File: src/rtl/mac_stream_feeder.sv
// Operand sequencer for one mac lane: clears the mac, streams N x/c pairs from
// two 1-cycle-latency buffers, captures the sum (optional ReLU) and hands it off.
module mac_stream_feeder #(
  parameter int W     = 4,
  parameter int N     = 16,
  parameter int ACC_W = 12,
  parameter int AW    = (N > 1) ? $clog2(N) : 1,
  parameter bit RELU  = 1'b0
) (
  input  logic             clk_i,
  input  logic             rst_i,
  input  logic             start_i,
  output logic             busy_o,
  output logic [AW-1:0]    x_addr_o,
  input  logic [W-1:0]     x_rdata_i,
  output logic [AW-1:0]    w_addr_o,
  input  logic [W-1:0]     w_rdata_i,
  output logic             mac_rst_o,
  output logic [W-1:0]     mac_x_o,
  output logic [W-1:0]     mac_c_o,
  input  logic [ACC_W-1:0] mac_o_i,
  output logic             out_valid_o,
  input  logic             out_ready_i,
  output logic [ACC_W-1:0] out_data_o
);

  typedef enum logic [2:0] {IDLE, CLR, STREAM, CAPTURE, OUT} state_e;

  localparam logic [AW-1:0] KLAST = AW'(N - 1);

  state_e           state_q, state_d;
  logic [AW-1:0]    k_q, k_d;
  logic             opv_q, opv_d;
  logic [ACC_W-1:0] out_q, out_d;
  logic [AW-1:0]    addr;
  logic             last_k;

  assign last_k = (k_q == KLAST);

  always_ff @(posedge clk_i) begin
    if (rst_i) begin
      state_q <= IDLE;
      k_q     <= '0;
      opv_q   <= 1'b0;
      out_q   <= '0;
    end else begin
      state_q <= state_d;
      k_q     <= k_d;
      opv_q   <= opv_d;
      out_q   <= out_d;
    end
  end

  always_comb begin
    state_d = state_q;
    k_d     = k_q;
    out_d   = out_q;
    addr    = '0;
    case (state_q)
      IDLE:    if (start_i) state_d = CLR;
      CLR: begin
        k_d     = '0;
        state_d = STREAM;
      end
      STREAM: begin
        // Prefetch the next element; the last one holds its own address.
        addr = last_k ? k_q : k_q + 1'b1;
        if (last_k) state_d = CAPTURE;
        else        k_d     = k_q + 1'b1;
      end
      CAPTURE: begin
        out_d   = (RELU && mac_o_i[ACC_W-1]) ? '0 : mac_o_i;
        state_d = OUT;
      end
      OUT:     if (out_ready_i) state_d = IDLE;
      default: state_d = IDLE;
    endcase
  end

  // The mac has no enable, so operands must read as zero whenever no pair is issued.
  assign opv_d = (state_d == STREAM);

  assign busy_o      = (state_q != IDLE);
  assign x_addr_o    = addr;
  assign w_addr_o    = addr;
  assign mac_rst_o   = rst_i | (state_q == CLR);
  assign mac_x_o     = opv_q ? x_rdata_i : '0;
  assign mac_c_o     = opv_q ? w_rdata_i : '0;
  assign out_valid_o = (state_q == OUT);
  assign out_data_o  = out_q;

endmodule

File: config.mk
export PLATFORM = sky130hd
export DESIGN_NAME = mac_stream_feeder
export DESIGN_NICKNAME = d
export VERILOG_FILES = /design/src/rtl/mac_stream_feeder.sv
export SDC_FILE = /design/constraint.sdc
export NUM_CORES = 1
export LEC_CHECK = 0
export BUFFER_PORTS_ARGS = -buffer_cell sky130_fd_sc_hd__buf_2
export CAP_MARGIN = 15
export CORE_AREA = 2 2 50 52
export CTS_BUF_LIST = sky130_fd_sc_hd__clkbuf_4
export DETAILED_ROUTE_END_ITERATION = 6
export DIE_AREA = 0 0 52 54
export GPL_TIMING_DRIVEN = 0
export PLACE_DENSITY = 0.76
export SLEW_MARGIN = 20
export SYNTH_ARGS = -nofsm -noshare
export SYNTH_HDL_FRONTEND = slang
export SYNTH_SLANG_ARGS = --single-unit
File: constraint.sdc
create_clock -name clk_i -period 2.26 [get_ports clk_i]
set_input_delay 0.565 -clock clk_i [delete_from_list [all_inputs] [get_ports clk_i]]
set_output_delay 0.565 -clock clk_i [all_outputs]
set_load 0.005 [all_outputs]
# After elaboration in Yosys (flattened, before gate mapping)
# Index checks and enable logic that the tools add are counted.
# op_classes
n_addsub	1
n_eq_ne	6
muxes	9
bitwise	1
n_reduce_logical	3
# op_table
cell	n
two-way mux 4 bit	4
case mux 3 bit (5 select lines)	1
== test 3 x 2 -> 1 bit (second input constant)	3
two-way mux 3 bit	3
case mux 4 bit (2 select lines)	1
adder 4 x 1 -> 4 bit (second input constant)	1
== test 4 bit (second input constant)	1
== test 3 x 1 -> 1 bit (second input constant)	1
== test 3 bit (second input constant)	1
logical NOT 3 bit	1
nonzero test 3 bit	1
nonzero test 2 bit	1
OR 1 bit	1
# totals
register_bits	20
in_bits	24
output_inout_bits	31
word_cells	24

# Depth between registers and ports, before layout
# Gate-level depths: netlist of run 1.
# logic_depth
depth_word	4
mapped_depth	5
mapped_depth_nobuf	4

# Worst setup path before layout of run 1
# OpenSTA, ideal clock, no wires.
# synth_timing
path_kind	reg-to-output
startpoint	register k_q[0]
endpoint	output port x_addr_o[0]
t_arrival_ps	1280
required_ps	1695
setup_slack_ps	415
stages_incl_launch_ff	6
path_buffers	1
path_cell_list	dfxtp_1 ha_1 and3_1 xnor2_1 and2_1 buf_4
# synth_via
elab_chain_len	3
elab_cells_between_ends	4
classes_between	add/sub: 1; eq/ne: 1; mux: 2
# synth_rtl
element	line_no	text
start, declared	32	logic [AW-1:0] k_q, k_d;
start signal, assigned	48	k_q <= k_d;
adder 4 x 1 -> 4 bit / == test 4 bit (equally long branches)	67, 38	
two-way mux 4 bit *	--	
two-way mux 4 bit *	59	case (state_q)
end, declared	14	output logic [AW-1:0] x_addr_o,
# Every way passes the cells marked *; elsewhere a longest branch is shown, timed or not.

# Final worst setup path of run 1
# layout_timing
startpoint	register state_q[0]
endpoint	output port x_addr_o[1]
# layout_via
elab_chain_len	2
# layout_rtl
element	line_no	text
start, declared	31	state_e state_q, state_d;
start signal, assigned	47	state_q <= state_d;
== test 3 x 2 -> 1 bit	59	
two-way mux 4 bit	59	
# Every way passes these cells.

==> run metrics, run 1 <==
outcome=finished clean; CP Cell Sequence=nor3b_4 > buf_4 > nor2b_1 > buf_4 > buf_2; Layout Skew=3.238 ps; initial antenna violation count=0; Post-Syn Area=969.7 µm²; Slowest cell on crit path=dfxtp_1; Total GRT Usage=0.1602; I/O pins=55; Die X=52 µm; DR DRC count=0; Site Rows=18; Slew headroom=0.7015; root buf cell=clkbuf_4; met2 GRT Util=0.2975; Largest stage delay, worst path=410 ps; Antenna Nets Post-Route=0; area fraction of the dominant cell type after synthesis=0.4129; final hold vios=0; CTS Buf Count=3; sequential area share after synthesis=0.4129; pin count of the biggest net entering global routing=11; commonest cells after routing, fill and taps aside=buf_2 (56), nand2_1 (25), dfxtp_1 (16); Comb power frac=0.170; max-slew violations=0; clk sinks=20; Gate Count Post-Synth=117; first-pass detailed-route iteration total=4; Clock Tree Buf Depth=2; GRT met1 Usage=0.1871; Buf/Inv on CP=3; startpoint types=flop; Layout Cell Area excl Fill=1369 µm²; Post-DP Area=1277 µm²; DRT iter0 DRCs=7; DR vias=1,015; DRT Wirelength=2270 µm; synthesized flop and latch total=20; multi-input logic area=534.3 µm²; Cell variety after synth=35; Layout area overhead=41.16%; main area contributors after synthesis=dfxtp_1 (41%), nand2_1 (9.7%), a21oi_1 (7.7%); GP Congestion=0.7189; syn_nets=142; clock-pin slew on the worst setup and hold paths=100 ps; Crit Path Class=flop to primary output; Worst Tran Pin Value=447.8 ps; f_max=457.5 MHz; chip height=54 µm; Yosys warnings=0; first-pass GRT wire length=3436 µm; CP endpoint kind=primary output; global route hottest layer=met2; sequential power share=0.582; GRT Residual Overflow=0; min-delay worst type=flop to flop; Clk network pwr share=0.248; Yosys top cell by area=dfxtp_1; WL per Instance=10.91 µm; n_diodes=0; P_int=0.4857 mW; Die Footprint=2808 µm²; vias in the first global route=863; commonest non-fill, non-tap cell in the layout=buf_2; htree depth=1; # fillers=231; hold_ws=459.0 ps; core area=2320 µm²; vias per cell=4.880; Critical Path AT=1620 ps; crit-path max FO=8; CTS tree=built; Sw Share=0.2454; port bufs=54; Starting Density=0.4180; DP HPWL=1739 µm; syn avg cell area=8.288 µm²; clk_lat worst skew=290 ps; Reg area=407.9 µm²; CP top delay family=simple AND/OR/NAND/NOR gates; Leakage Power=0.6354 nW; Peak VDD IR=0.3641 mV; worst path required time=1690 ps; hold-fix buffer count after cts=0; most frequent CP cell=buf_4; share of layout cells above drive strength 1=0.4663; minimum clock period=2186 ps; Final nets=205; period utilisation layout=0.9672; pwr dens=470.2 nW/µm²; GR Util met3=0.03056; Max Cap Viol=0; # setup viols final=0; Switching Power=0.1580 mW
-- path summary, 6_finish.rpt --
check / startpoint / endpoint / slack [ps] / cells after the start
max: state_q[0] / x_addr_o[1] / 70 / 5
min: out_data_o[2] / out_data_o[2] / 460 / 2
max reg2reg: state_q[0] / k_q[3] / 700 / 6
min reg2reg: out_data_o[2] / out_data_o[2] / 460 / 2
-- worst reg2reg max path: cells and delay by family, from the launching register on --
family | cells | cell delay [ps]
compound gates | 2 | 330
buf+inv | 3 | 370
flops | 1 | 410
simple gates | 1 | 390
-- stage by stage --
step	setup slack (ps)	cells	total power, mW	util	setup TNS, ps
floorplan	415.4	117	0.4335	-	0
global placement	255.8	201	0.4756	0.5507	0
detailed placement	189.9	201	0.4798	0.5507	0
CTS	2.261	207	0.6443	0.5723	0
global route	-28.71	208	0.6778	0.5901	-56.27
finish	74.06	208	0.6436	0.5901	0
-- layer usage --
layer	up-vias	share of wire
li1	517	-
met3	0	0.074
met2	43	0.49
met4	0	0
met5	-	0
met1	455	0.43
-- power by group through the flow --
stage / Clock, mW / Combinational, mW / Sequential (mW)
2_1_floorplan: 0 / 0.0567 / 0.377
3_3_place_gp: 0 / 0.0980 / 0.378
3_5_place_dp: 0 / 0.101 / 0.379
4_1_cts: 0.166 / 0.107 / 0.371
5_1_grt: 0.179 / 0.122 / 0.377
6_report: 0.160 / 0.109 / 0.375
-- flip-flops by register name, indices dropped and copies added (netlist names) --
signal / count
k_q: 4
out_data_o: 12
state_q: 3
opv_q: 1
-- what timing repair did --
item                       in CTS  in global routing
setup endpoints to repair       6                  7
pin swaps                       0                  1
resized for setup               3                  8
buffers inserted                3                  3
-- cell type report --
type,instances,area share
tap,30,0.02742
buffer,8,0.03473
multi-input combinational,86,0.3903
sequential,20,0.2980
timing repair buffer,60,0.2303
inverter,1,0.002742
clock buffer,3,0.01645
-- cells in the mapped netlist --
| master | number |
|---|---|
| nand2_1 | 25 |
| dfxtp_1 | 20 |
| a21oi_1 | 15 |
| and2_1 | 9 |
| buf_4 | 4 |
| nand2b_1 | 4 |
| buf_2 | 3 |
| nand3_1 | 3 |
| nor2_1 | 3 |
| o21ai_1 | 3 |
| a211oi_2 | 2 |
| mux2i_1 | 2 |
| nor2b_1 | 2 |
| a21oi_2 | 1 |
| a221oi_2 | 1 |
| a41oi_1 | 1 |
| and3_1 | 1 |
| and3b_1 | 1 |
| buf_1 | 1 |
| clkbuf_1 | 1 |
| clkbuf_2 | 1 |
| ha_1 | 1 |
| inv_1 | 1 |
| nand3b_1 | 1 |
| nand4b_1 | 1 |
| nor3_1 | 1 |
| nor3b_1 | 1 |
| nor3b_4 | 1 |
| nor4_1 | 1 |
| o21a_1 | 1 |
| o21bai_1 | 1 |
| o31ai_1 | 1 |
| or2b_1 | 1 |
| or3_1 | 1 |
| xnor2_1 | 1 |
-- cells by family after synthesis --
group	share of synthesized area
flops	0.4129
compound gates	0.1755
mux	0.02065
simple gates	0.3058
fa+ha+maj	0.01290
buf+inv	0.06321
xor+xnor	0.009034
Power figures use the tool's default switching activity.
==> run 2, diff against run 1 <==
--- a/config.mk
+++ b/config.mk
@@ -7,12 +7,12 @@
 export LEC_CHECK = 0
 export BUFFER_PORTS_ARGS = -buffer_cell sky130_fd_sc_hd__buf_2
 export CAP_MARGIN = 15
-export CORE_AREA = 2 2 50 52
-export CTS_BUF_LIST = sky130_fd_sc_hd__clkbuf_4
+export CORE_AREA = 2 2 51 53
+export CTS_BUF_LIST = sky130_fd_sc_hd__clkbuf_16
 export DETAILED_ROUTE_END_ITERATION = 6
-export DIE_AREA = 0 0 52 54
+export DIE_AREA = 0 0 53 55
 export GPL_TIMING_DRIVEN = 0
-export PLACE_DENSITY = 0.76
+export PLACE_DENSITY = 0.74
 export SLEW_MARGIN = 20
 export SYNTH_ARGS = -nofsm -noshare
 export SYNTH_HDL_FRONTEND = slang
==> run 2 against run 1 <==
Against the previous run:
- register-to-register slack better by 110 ps
- via count is 0.30% higher
- non-clock buffer count is 1 lower
- final area is 1.8% higher
- critical path depth is 1 higher
- core utilization is 0.066 points lower
- largest cell class unchanged
- clock skew is 0.83 ps lower
==> run metrics, run 2 (synthesis gave the netlist of run 1 again) <==
max-slew violations=0 (unchanged); Reg area=401.6 µm² (was 407.9 µm²); CP top delay family=flip-flops (was simple AND/OR/NAND/NOR gates); vias in the first global route=893 (was 863); Crit path depth=6 (was 5); commonest cells after routing, fill and taps aside=buf_2 (57), nand2_1 (25), dfxtp_1 (19) (was buf_2 (56), nand2_1 (25), dfxtp_1 (16)); Layout Skew=2.412 ps (was 3.238 ps); GRT Residual Overflow=0 (unchanged); DRT Wirelength=2382 µm (was 2270 µm); clk sinks=20 (unchanged); final hold vios=0 (unchanged); Core Util, Final=0.5894 (was 0.5901); max layer used=met4 (was met3); CP endpoint kind=primary output (unchanged); Detail Route met3 WL=206 µm (was 169 µm); chip height=55 µm (was 54 µm); GP Congestion=0.7304 (was 0.7189); Antenna Nets Post-Route=0 (unchanged); Die Footprint=2915 µm² (was 2808 µm²); Site Rows=18 (unchanged); Peak VDD IR=0.4572 mV (was 0.3641 mV); pin count of the biggest net entering global routing=12 (was 11); CTS Buf Count=3 (unchanged); Slowest cell on crit path=dfxtp_1 (unchanged); first-pass detailed-route iteration total=4 (unchanged); worst path required time=1690 ps (about the same); # fillers=225 (was 231); vias per cell=4.894 (was 4.880); root buf cell=clkbuf_16 (was clkbuf_4); min-delay worst type=flop to flop (unchanged); n_diodes=0 (unchanged); max reg flops=12 (unchanged); DR DRC count=0 (unchanged); Max Cap Viol=0 (unchanged); period utilisation layout=0.9593 (was 0.9672); flop-to-flop setup slack=810 ps (was 700 ps); clk_lat worst skew=250 ps (was 290 ps); Leakage Power=0.6512 nW (was 0.6354 nW); hold_ws=452.5 ps (was 459.0 ps); Reg2Reg Capture Point=k_q[3] (unchanged); WL per Instance=11.45 µm (was 10.91 µm); initial antenna violation count=0 (unchanged); Met2 Routed Length=1187 µm (was 1119 µm); Final nets=204 (was 205); first-pass GRT wire length=3608 µm (was 3436 µm); htree depth=1 (unchanged); Total GRT Usage=0.1669 (was 0.1602); Largest stage delay, worst path=430 ps (was 410 ps); pwr dens=604.3 nW/µm² (was 470.2 nW/µm²); Worst Tran Pin Value=468.9 ps (was 447.8 ps); outcome=finished clean (unchanged); commonest non-fill, non-tap cell in the layout=buf_2 (unchanged); Critical Path AT=1600 ps (was 1620 ps); DR vias=1,018 (was 1,015); crit-path max FO=6 (was 8); multi-input logic area=521.8 µm² (was 534.3 µm²); I/O pins=55 (unchanged); CP Cell Sequence=ha_4 > and3_2 > xnor2_1 > and2_1 > buf_4 > buf_2 (was nor3b_4 > buf_4 > nor2b_1 > buf_4 > buf_2); Layout area overhead=43.74% (was 41.16%); Total Power=0.8424 mW (was 0.6436 mW); r2r worst-path depth=5 (was 6); Clock Tree Buf Depth=2 (unchanged); crit path from=k_q[1] (was state_q[0]); Starting Density=0.4101 (was 0.4180); DRT met1 WL=951 µm (was 981 µm); Final TNS setup=0 ps (unchanged); startpoint types=flop (unchanged); Slew headroom=0.6874 (was 0.7015); # setup viols final=0 (unchanged); CTS tree=built (unchanged); hold-fix buffer count after cts=0 (unchanged); minimum clock period=2168 ps (was 2186 ps); clock-pin slew on the worst setup and hold paths=50 ps (was 100 ps); Crit Path Class=flop to primary output (unchanged); Setup crit end=x_addr_o[0] (was x_addr_o[1]); DP HPWL=1790 µm (was 1739 µm); Reg2Reg Launch Point=state_q[1] (was state_q[0]); share of layout cells above drive strength 1=0.4270 (was 0.4663); core area=2365 µm² (was 2320 µm²); DRT iter0 DRCs=11 (was 7); f_max=461.3 MHz (was 457.5 MHz); Die X=53 µm (was 52 µm); port bufs=54 (unchanged); Buf/Inv on CP=2 (was 3)
-- run 2: layout make-up --
cell class | instances | area share
Buffer | 10 | 0.04129
Clock buffer | 3 | 0.05386
Clock inverter | 1 | 0.002693
Inverter | 1 | 0.002693
Multi-Input combinational cell | 86 | 0.3743
Sequential cell | 20 | 0.2882
Tap cell | 30 | 0.02693
Timing Repair Buffer | 57 | 0.2101
-- run 2: stage by stage --
step                cells  setup WS, ps  cell area [µm²]
detailed placement    201         197.2             1277
global route          208        -2.447             1394
global placement      201         249.4             1277
finish                208         92.05             1394
floorplan             117         415.4            969.7
CTS                   208         20.18             1383
-- run 2: layer usage --
metal	up-vias	GRT usage
met3	5	0.03495
met2	44	0.3292
li1	516	-
met1	453	0.1705
met4	0	0.06838
met5	-	0
-- run 2: tightest hold or removal path, stage by stage (launching register included) --
cell and delay [ps]:
dfxtp_1 300, nand2_1 50, a21oi_1 50
-- run 2: timing repair --
action,in CTS,in global routing
buffers inserted,3,0
resized for setup,2,2
setup endpoints to repair,3,2
-- run 2: how the worst min path moves through the flow --
stage                        startpoint            end  cells after the start
after floorplan           out_data_o[0]  out_data_o[0]                      2
after global placement    out_data_o[5]  out_data_o[5]                      2
after detailed placement  out_data_o[7]  out_data_o[7]                      2
after CTS                 out_data_o[7]  out_data_o[7]                      2
after global routing      out_data_o[9]  out_data_o[9]                      2
final                     out_data_o[7]  out_data_o[7]                      2
-- run 2: report_power, final --
part	leakage, nW	internal (mW)	switching, mW
registers	0.162	0.362	0.00996
logic	0.450	0.0581	0.0499
clock network	0.0385	0.236	0.127
==> run 3, diff against run 2 <==
--- a/config.mk
+++ b/config.mk
@@ -5,6 +5,7 @@
 export SDC_FILE = /design/constraint.sdc
 export NUM_CORES = 1
 export LEC_CHECK = 0
+export ABC_AREA = 1
 export BUFFER_PORTS_ARGS = -buffer_cell sky130_fd_sc_hd__buf_2
 export CAP_MARGIN = 15
 export CORE_AREA = 2 2 51 53
@@ -12,7 +13,7 @@
 export DETAILED_ROUTE_END_ITERATION = 6
 export DIE_AREA = 0 0 53 55
 export GPL_TIMING_DRIVEN = 0
-export PLACE_DENSITY = 0.74
+export PLACE_DENSITY = 0.73
 export SLEW_MARGIN = 20
 export SYNTH_ARGS = -nofsm -noshare
 export SYNTH_HDL_FRONTEND = slang
==> run 3 against run 2 <==
Against the previous run:
- final cell count rose by 12%
- global-route usage rose by 0.33 points
- critical path depth rose by 2
- final area fell by 3.2%
- clock skew barely moved
- largest cell class unchanged
- highest routed layer unchanged
==> run metrics, run 3 <==
DP HPWL=1898 µm (was 1790 µm); syn_nets=169 (was 142); n_diodes=0 (unchanged); Final nets=228 (was 204); area fraction of the dominant cell type after synthesis=0.4172 (was 0.4129); main area contributors after synthesis=dfxtp_1 (42%), nor2_1 (13%), nand2_1 (10%) (was dfxtp_1 (41%), nand2_1 (9.7%), a21oi_1 (7.7%)); I/O pins=55 (unchanged); Hold Path Depth=2 (unchanged); Antenna Nets Post-Route=0 (unchanged); sequential area share after synthesis=0.4172 (was 0.4129); Yosys warnings=0 (unchanged); f_max=470.0 MHz (was 461.3 MHz); flop-to-flop setup slack=1010 ps (was 810 ps); Post-Syn Area=959.7 µm² (was 969.7 µm²); Die X=53 µm (unchanged); initial antenna violation count=0 (unchanged); vias in the first global route=938 (was 893); DRT Wirelength=2354 µm (was 2382 µm); max reg flops=12 (unchanged); vias per cell=4.603 (was 4.894); Leakage Power=0.7983 nW (was 0.6512 nW); crit-path max FO=6 (unchanged); clock-pin slew on the worst setup and hold paths=50 ps (about the same); chip height=55 µm (unchanged); CTS tree=built (unchanged); htree depth=1 (unchanged); hold endpoint=out_data_o[6] (was out_data_o[7]); asr flop ratio synth=0 (unchanged); number of synthesized flops with an enable pin=0 (unchanged); GP Congestion=0.7521 (was 0.7304); commonest non-fill, non-tap cell in the layout=buf_2 (unchanged); pwr dens=614.5 nW/µm² (was 604.3 nW/µm²); max-slew violations=0 (unchanged); DRT iter0 DRCs=12 (was 11); # setup viols final=0 (unchanged); Reg2Reg Capture Point=state_q[0] (was k_q[3]); Reg2Reg Launch Point=k_q[0] (was state_q[1]); clk sinks=20 (unchanged); GRT Residual Overflow=0 (unchanged); first-pass GRT wire length=3615 µm (was 3608 µm); Total GRT Usage=0.1701 (was 0.1669); syn avg cell area=6.664 µm² (was 8.288 µm²); WL per Instance=10.15 µm (was 11.45 µm); commonest cells after routing, fill and taps aside=buf_2 (56), nor2_1 (33), nand2_1 (26) (was buf_2 (57), nand2_1 (25), dfxtp_1 (19)); Post-Place Worst Slack=389.6 ps (was 197.2 ps); first-pass detailed-route iteration total=4 (unchanged); Hold Startpoint=out_data_o[6] (was out_data_o[7]); Die Footprint=2915 µm² (unchanged); startpoint types=flop (unchanged); minimum clock period=2128 ps (was 2168 ps); Gate Count Post-Synth=144 (was 117); share of layout cells above drive strength 1=0.3564 (was 0.4270); Peak VDD IR=0.4583 mV (was 0.4572 mV); Starting Density=0.4058 (was 0.4101); top_reg_cell synth=dfxtp_1 (unchanged); Layout area overhead=40.55% (was 43.74%); final hold vios=0 (unchanged); root buf cell=clkbuf_16 (unchanged); Largest stage delay, worst path=420 ps (was 430 ps); DR vias=1,068 (was 1,018); Max Cap Viol=0 (unchanged); port bufs=54 (unchanged); worst path required time=1690 ps (about the same); most instantiated cells after synthesis=nor2_1 (33), nand2_1 (26), inv_1 (22) (was nand2_1 (25), dfxtp_1 (20), a21oi_1 (15)); Site Rows=18 (unchanged); Slowest cell on crit path=dfxtp_1 (unchanged); period utilisation layout=0.9415 (was 0.9593); DR DRC count=0 (unchanged); RSZ-0062 raised after global routing=false; Critical Path AT=1560 ps (was 1600 ps); crit path from=k_q[0] (was k_q[1]); most common cell in the synthesized netlist=nor2_1 (was nand2_1); Worst Tran Pin Value=305.6 ps (was 468.9 ps); CP endpoint kind=primary output (unchanged); Yosys top cell by area=dfxtp_1 (unchanged); outcome=finished clean (unchanged); pin count of the biggest net entering global routing=12 (unchanged); CP Cell Sequence=ha_2 > nand2_1 > nor2_1 > nand2_1 > nand3_1 > inv_1 > buf_4 > buf_2 (was ha_4 > and3_2 > xnor2_1 > and2_1 > buf_4 > buf_2); # fillers=238 (was 225); min-delay worst type=flop to flop (unchanged); Slew headroom=0.7962 (was 0.6874); r2r worst-path depth=5 (unchanged); Layout Skew=2.409 ps (was 2.412 ps); Cell variety after synth=19 (was 35); final setup margin=132.3 ps (was 92.05 ps); most frequent CP cell=nand2_1; post-CTS setup buffers=0 (was 3); Final TNS setup=0 ps (unchanged); Crit Path Class=flop to primary output (unchanged); synthesized flop and latch total=20 (unchanged); clk_lat worst skew=250 ps (about the same); Clock Tree Buf Depth=2 (unchanged); CTS Buf Count=3 (unchanged); core area=2365 µm² (unchanged)
-- run 3: cell type report --
| type | count | area, µm² | area share |
|---|---|---|---|
| multi-input combinational | 91 | 412.9 | 0.3061 |
| inverter | 25 | 93.84 | 0.06957 |
| tap | 30 | 37.54 | 0.02783 |
| clock inverter | 1 | 3.754 | 0.002783 |
| buffer | 8 | 55.05 | 0.04082 |
| sequential | 20 | 400.4 | 0.2968 |
| clock buffer | 3 | 75.07 | 0.05566 |
| timing repair buffer | 54 | 270.3 | 0.2004 |
-- run 3: cells by family after synthesis --
group,after synthesis,synth area share
simple gates,73,0.3233
flops,20,0.4172
buf+inv,33,0.1551
compound gates,17,0.09126
fa+ha+maj,1,0.01304
-- run 3: where the power goes --
group | total (mW) | switching [mW] | internal (mW)
Combinational | 0.0979 | 0.0516 | 0.0463
Clock | 0.358 | 0.122 | 0.235
Sequential | 0.373 | 0.00921 | 0.364
Total | 0.829 | 0.183 | 0.646
-- run 3: routing by layer --
metal,share of wire,vias to the layer above,wire [µm],global-route usage
met5,0,-,0,0
li1,-,547,-,-
met4,0.0098,0,23,0.07692
met3,0.096,2,225,0.02957
met1,0.41,459,970,0.1667
met2,0.48,60,1134,0.3458
-- run 3: how the worst max path moves through the flow --
stage	end	slack, ps	depth (start not counted)
after floorplan	x_addr_o[0]	610	7
after global placement	x_addr_o[0]	430	8
after detailed placement	x_addr_o[1]	390	8
after CTS	x_addr_o[1]	110	8
after global routing	x_addr_o[0]	30	8
final	x_addr_o[1]	130	8
-- run 3: critical path, delay by kind of cell (launching register included) --
kind,cells,cell delay (ps)
fa+ha+maj,1,250
flops,1,420
buf+inv,3,280
simple gates,4,360
-- run 3: per-stage QoR --
step           hold WS, ps  instance area [µm²]  instances  total power, mW    util
2_1_floorplan        472.0                959.7        144           0.4305       -
3_3_place_gp         459.6                 1267        228           0.4743  0.5360
3_5_place_dp         471.9                 1267        228           0.4787  0.5360
4_1_cts              486.6                 1346        232           0.8415  0.5693
5_1_grt              498.6                 1349        232           0.8729  0.5704
6_report             482.7                 1349        232           0.8288  0.5704
-- run 3: timing repair --
action / in CTS / in global routing
endpoints found under the hold margin: 0 / 0
gates resized for setup: 0 / 1
hold buffers: 0 / 0
endpoints found under the setup margin: 0 / 1
